<file path="src/rtl/uart_pkg.sv">
// -----------------------------------------------------------------------------
// uart_pkg
// Shared UART definitions used by the receiver (and the transmitter side).
//   - UART_DATA_BITS / UART_OVERSAMPLE : default frame width and oversampling
//   - rx_state_t                        : receiver FSM state encoding
// -----------------------------------------------------------------------------
package uart_pkg;

  localparam int UART_DATA_BITS  = 8;
  localparam int UART_OVERSAMPLE = 16;

  typedef enum logic [2:0] {
    IDLE       = 3'd0,
    START      = 3'd1,
    DATA       = 3'd2,
    PARITY     = 3'd3,
    STOP       = 3'd4,
    BREAK_WAIT = 3'd5
  } rx_state_t;

endpackage

</file>
<file path="src/rtl/uart_sync.sv">
// -----------------------------------------------------------------------------
// uart_sync
// Two-flop synchronizer for a single asynchronous input.
// Ports:
//   clk      in  system clock
//   reset    in  asynchronous, active-high reset (flops load RESET_VAL)
//   i_async  in  asynchronous input
//   o_sync   out synchronized copy of i_async (two clk latency)
// -----------------------------------------------------------------------------
module uart_sync #(
  parameter logic RESET_VAL = 1'b1
) (
  input  logic clk,
  input  logic reset,
  input  logic i_async,
  output logic o_sync
);

  logic r_meta;
  logic r_sync;

  // Two-stage metastability filter; reset value matches the line's idle level.
  always_ff @(posedge clk or posedge reset) begin
    if (reset) begin
      r_meta <= RESET_VAL;
      r_sync <= RESET_VAL;
    end else begin
      r_meta <= i_async;
      r_sync <= r_meta;
    end
  end

  assign o_sync = r_sync;

endmodule

</file>
<file path="src/rtl/uart_rx.sv">
// -----------------------------------------------------------------------------
// uart_rx
// UART receiver: start bit (0), DATA_BITS data bits LSB first, optional odd
// parity bit, one stop bit (1). The line is sampled on the oversampled tick.
// Ports:
//   clk            in  system clock
//   reset          in  asynchronous, active-high reset
//   sample_tick    in  one-clk pulse at OVERSAMPLE x baud
//   rx_pin         in  serial line (asynchronous, idle high)
//   parity_enable  in  frame carries an odd-parity bit after the data
//   rx_data        out received word, held until the next frame completes
//   rx_valid       out one-clk pulse: rx_data and error flags valid
//   parity_error   out parity mismatch on last frame
//   framing_error  out stop bit sampled 0 on last frame
//   rx_busy        out high from start-bit detection until the frame ends
// -----------------------------------------------------------------------------
module uart_rx
  import uart_pkg::*;
#(
  parameter int DATA_BITS  = UART_DATA_BITS,
  parameter int OVERSAMPLE = UART_OVERSAMPLE
) (
  input  logic                 clk,
  input  logic                 reset,
  input  logic                 sample_tick,
  input  logic                 rx_pin,
  input  logic                 parity_enable,
  output logic [DATA_BITS-1:0] rx_data,
  output logic                 rx_valid,
  output logic                 parity_error,
  output logic                 framing_error,
  output logic                 rx_busy
);

  localparam int TICK_W = $clog2(OVERSAMPLE);
  localparam int BIT_W  = $clog2(DATA_BITS) + 1;

  localparam logic [TICK_W-1:0] TICK_ONE  = TICK_W'(1);
  localparam logic [TICK_W-1:0] TICK_MID  = TICK_W'(OVERSAMPLE / 2 - 1);
  localparam logic [TICK_W-1:0] TICK_LAST = TICK_W'(OVERSAMPLE - 1);
  localparam logic [BIT_W-1:0]  BIT_ONE   = BIT_W'(1);
  localparam logic [BIT_W-1:0]  BIT_LAST  = BIT_W'(DATA_BITS - 1);

  logic                 w_rx_s;
  rx_state_t            r_state;
  logic [TICK_W-1:0]    r_tick_cnt;
  logic [BIT_W-1:0]     r_bit_idx;
  logic [DATA_BITS-1:0] r_shift;
  logic                 r_par_en;
  logic                 r_parity_ok;

  uart_sync #(
    .RESET_VAL (1'b1)
  ) u_sync (
    .clk     (clk),
    .reset   (reset),
    .i_async (rx_pin),
    .o_sync  (w_rx_s)
  );

  // Receiver FSM with registered outputs; only advances on sample_tick.
  always_ff @(posedge clk or posedge reset) begin
    if (reset) begin
      r_state       <= IDLE;
      r_tick_cnt    <= '0;
      r_bit_idx     <= '0;
      r_shift       <= '0;
      r_par_en      <= 1'b0;
      r_parity_ok   <= 1'b1;
      rx_data       <= '0;
      rx_valid      <= 1'b0;
      parity_error  <= 1'b0;
      framing_error <= 1'b0;
      rx_busy       <= 1'b0;
    end else begin
      rx_valid <= 1'b0;
      if (sample_tick) begin
        case (r_state)
          IDLE: begin
            if (!w_rx_s) begin
              r_state    <= START;
              r_tick_cnt <= '0;
              rx_busy    <= 1'b1;
            end
          end

          START: begin
            if (r_tick_cnt == TICK_MID) begin
              if (w_rx_s) begin
                // Line back high before mid start bit: treat as a glitch.
                r_state <= IDLE;
                rx_busy <= 1'b0;
              end else begin
                r_tick_cnt  <= '0;
                r_bit_idx   <= '0;
                // Frame format is frozen here so mid-frame changes are ignored.
                r_par_en    <= parity_enable;
                r_parity_ok <= 1'b1;
                r_state     <= DATA;
              end
            end else begin
              r_tick_cnt <= r_tick_cnt + TICK_ONE;
            end
          end

          DATA: begin
            if (r_tick_cnt == TICK_LAST) begin
              r_tick_cnt <= '0;
              // Shift in at the MSB so the first (LSB) bit ends at bit 0.
              r_shift    <= {w_rx_s, r_shift[DATA_BITS-1:1]};
              if (r_bit_idx == BIT_LAST) begin
                r_state <= r_par_en ? PARITY : STOP;
              end else begin
                r_bit_idx <= r_bit_idx + BIT_ONE;
              end
            end else begin
              r_tick_cnt <= r_tick_cnt + TICK_ONE;
            end
          end

          PARITY: begin
            if (r_tick_cnt == TICK_LAST) begin
              r_tick_cnt  <= '0;
              // Odd parity: data plus parity bit must hold an odd count of ones.
              r_parity_ok <= ^{r_shift, w_rx_s};
              r_state     <= STOP;
            end else begin
              r_tick_cnt <= r_tick_cnt + TICK_ONE;
            end
          end

          STOP: begin
            if (r_tick_cnt == TICK_LAST) begin
              r_tick_cnt    <= '0;
              rx_data       <= r_shift;
              parity_error  <= r_par_en & ~r_parity_ok;
              framing_error <= ~w_rx_s;
              rx_valid      <= 1'b1;
              if (w_rx_s) begin
                r_state <= IDLE;
                rx_busy <= 1'b0;
              end else begin
                // Line held low (break): wait for idle before re-arming.
                r_state <= BREAK_WAIT;
              end
            end else begin
              r_tick_cnt <= r_tick_cnt + TICK_ONE;
            end
          end

          BREAK_WAIT: begin
            if (w_rx_s) begin
              r_state <= IDLE;
              rx_busy <= 1'b0;
            end
          end

          default: begin
            r_state <= IDLE;
            rx_busy <= 1'b0;
          end
        endcase
      end
    end
  end

endmodule

</file>
<file path="config.mk">
export PLATFORM = sky130hd
export DESIGN_NAME = uart_rx
export DESIGN_NICKNAME = d
export VERILOG_FILES = /design/src/rtl/uart_pkg.sv /design/src/rtl/uart_sync.sv /design/src/rtl/uart_rx.sv
export SDC_FILE = /design/constraint.sdc
export NUM_CORES = 1
export LEC_CHECK = 0
export CORE_MARGIN = 2
export CORE_UTILIZATION = 56
export CTS_CLUSTER_SIZE = 16
export DETAILED_ROUTE_END_ITERATION = 7
export PLACE_DENSITY = 0.78
export SYNTH_ARGS = -nofsm -noshare
export SYNTH_HDL_FRONTEND = slang
export SYNTH_SLANG_ARGS = --single-unit
</file>
<file path="constraint.sdc">
create_clock -name clk -period 2.5 [get_ports clk]
set_input_delay 0.375 -clock clk [delete_from_list [all_inputs] [get_ports clk]]
set_output_delay 0.375 -clock clk [all_outputs]
set_load 0.05 [all_outputs]
</file>
==> flow_summary.json <==
{
  "post_cts_buffers": 0,
  "start_util_pct": 60.2,
  "comb_power_share_pct": 30.8,
  "fmax_mhz": 470,
  "worstPathArrival_ns": 2.35,
  "num-nets-final": 187,
  "io_pins": 17,
  "cts_buffers": 5,
  "grt_max_degree": 36,
  "via_per_inst": 5.94,
  "avgSynthCellArea_um2": 11.4,
  "insertion_delay_ns": 0.34,
  "p_int_w": 0.000942,
  "clock-sinks": 35,
  "max_slew_margin_pct": 64.5,
  "grt_pass1_vias": 1382,
  "syn-num-nets": 171,
  "track_usage_pct": 22.0,
  "p_clk_share_pct": 19.9,
  "fin_ws_ns": 0.371,
  "rrSetupSlack_ns": 0.37,
  "multiInputGateArea_um2": 911,
  "synth_common_cells": "dfrtp_1, mux2_2, o21ai_0",
  "synth_warnings": 0,
  "cts_tree": "yes",
  "drive_above_1_share_pct": 21.0,
  "synthArstFlopShare_pct": 100,
  "die_h_um": 61.7,
  "die_x_um": 61.7,
  "clk_pin_slew_ns": 0.11,
  "crit_path_start_kind": "register",
  "required_ns": 2.72,
  "synth_edf_count": 0,
  "vias": 1336,
  "slowest_stage": "dfrtp_1",
  "synth-seq-cells": 35,
  "seqCellArea_um2": 880,
  "crit_chain": "nor3b_1 -> and3_1 -> mux2_2",
  "syn_to_final_growth_pct": 12.4,
  "path_max_fanout": 18,
  "setup_viol": 0,
  "cts_resized": 0,
  "yosys-top-cells-area": "dfrtp_1, mux2_2, dfstp_2, o21ai_0, xnor2_1",
  "dp_slack_ns": 0.394,
  "dpl.hpwl_um": 2490,
  "fill_cells": 261,
  "io_buffers": 16,
  "grt.overflow.total": 0,
  "fin_crit_sh_pct": 85.2,
  "synth_top_cell_by_area": "dfrtp_1",
  "cp.buffers_inverters": 0,
  "hold_buffers": 0,
  "drv_slew": 0,
  "syn_inst": 164,
  "peakVddDrop_uv": 473,
  "hold_violations": 0,
  "cpPeakStageDelay_ns": 0.68,
  "drcViolationCount": 0,
  "outcome": "completed",
  "yosysMostFrequentCell": "dfrtp_1",
  "core-area_um2": 3100,
  "grt_pass1_wl_um": 6020,
  "rsz0062_at_grt": "false",
  "drt-pass1-iter-count": 6,
  "drt-total-wl_um": 3520,
  "setup_total_negative_slack_ns": 0,
  "critPathCaptureType": "register",
  "critical_path_class": "reg -> reg",
  "rows": 20,
  "p_sw_w": 0.000557,
  "cts_root_buf": "clkbuf_4",
  "leakage_nw": 0.923,
  "power.density_nw_per_um2": 714,
  "min_period_ns": 2.13,
  "detail-route-antenna-nets": 0,
  "skew_ns": 0.0146,
  "synth_top_cell_area_share_pct": 42.9,
  "die_area_um2": 3810,
  "seq_area_frac_synth_pct": 47.1,
  "post_drt_wl_per_cell_um": 15.6,
  "clock_path_buffers": 2,
  "seqPwrFrac_pct": 49.2,
  "worst_pin_slew_ns": 0.527,
  "antenna_found_initial": 0,
  "gp_congestion": 0.924,
  "syn_area_um2": 1870,
  "hp-class": "reg -> reg",
  "h-tree-depth": 2,
  "insertedDiodeCount": 0,
  "drtIter0Drc": 60,
  "ys.flop_type": "dfrtp_1",
  "swShare_pct": 37.1,
  "maxCapViolCount": 0,
  "ys_types": 55,
  "cp_top_family": "simple AND/OR/NAND/NOR gates"
}
state kept, by name, indices dropped and copies added, names as in the netlist:
register,count
framing_error,1
u_sync.r_meta,1
u_sync.o_sync,1
r_parity_ok,1
rx_data,8
rx_valid,1
r_tick_cnt,4
parity_error,1
r_bit_idx,4
r_state,3
rx_busy,1
r_par_en,1
r_shift,8
stage by stage:
stage / utilization [%] / power (W) / area [µm²] / hold WS [ns] / instances
6_report: 67.6 / 0.00150 / 2100 / 0.364 / 225
5_1_grt: 67.6 / 0.00160 / 2100 / 0.375 / 225
4_1_cts: 67.6 / 0.00150 / 2100 / 0.367 / 225
3_5_place_dp: 65.8 / 0.00120 / 2040 / 0.348 / 217
3_3_place_gp: 65.8 / 0.00118 / 2040 / 0.346 / 217
2_1_floorplan: - / 0.00109 / 1870 / 0.345 / 164
path summary, 6_finish.rpt:
check,startpoint,end,depth (start not counted)
min in group asynchronous,reset,r_bit_idx[3],3
max reg2reg,r_state[2],rx_data[5],3
min reg2reg,u_sync.r_meta,u_sync.o_sync,0
max,r_state[2],rx_data[5],3
max in group asynchronous,reset,u_sync.r_meta,3
min,u_sync.r_meta,u_sync.o_sync,0
cells in the final DEF (no fill, tap or decap), types with 4 or more instances in the layout:
cell,count
a211oi_1,4
dfrtp_1,32
nand2_1,4
clkbuf_4,5
nor2_1,4
o21ai_0,10
a21oi_1,5
o31ai_1,5
xnor2_1,5
nand3_1,6
clkdlybuf4s50_1,16
mux2_2,17
inv_1,6
nand2b_1,4
power by group through the flow:
stage	sequential, W	combinational [W]	clock [W]
floorplan	0.000720	0.000373	0
global placement	0.000739	0.000440	0
detailed placement	0.000745	0.000457	0
CTS	0.000734	0.000458	0.000312
global route	0.000751	0.000510	0.000338
finish	0.000738	0.000462	0.000299
cell families after synthesis:
family          after synthesis  synth area share [%]
simple gates                 44                  15.4
xor+xnor                      8                  4.49
flops                        35                  47.1
mux                          19                  11.3
fa+ha+maj                     2                  1.34
buf+inv                      15                  4.09
compound gates               41                  16.2
area by class of cell:
class                      instances  share of cell area [%]
inverter                           6                    1.07
timing repair buffer              18                    8.35
clock buffer                       6                    1.97
clock inverter                     2                   0.656
multi-input combinational        114                    43.4
sequential                        35                    41.9
tap                               44                    2.62
layer usage:
| layer | vias up | wire [µm] | GRT usage, % |
|---|---|---|---|
| met2 | 42 | 1800 | 36.7 |
| met3 | 6 | 166 | 6.00 |
| met5 | - | 0 | 0 |
| li1 | 638 | - | - |
| met4 | 0 | 36 | 10.6 |
| met1 | 650 | 1510 | 26.3 |
Note: power is estimated with default switching activity, not from simulation.
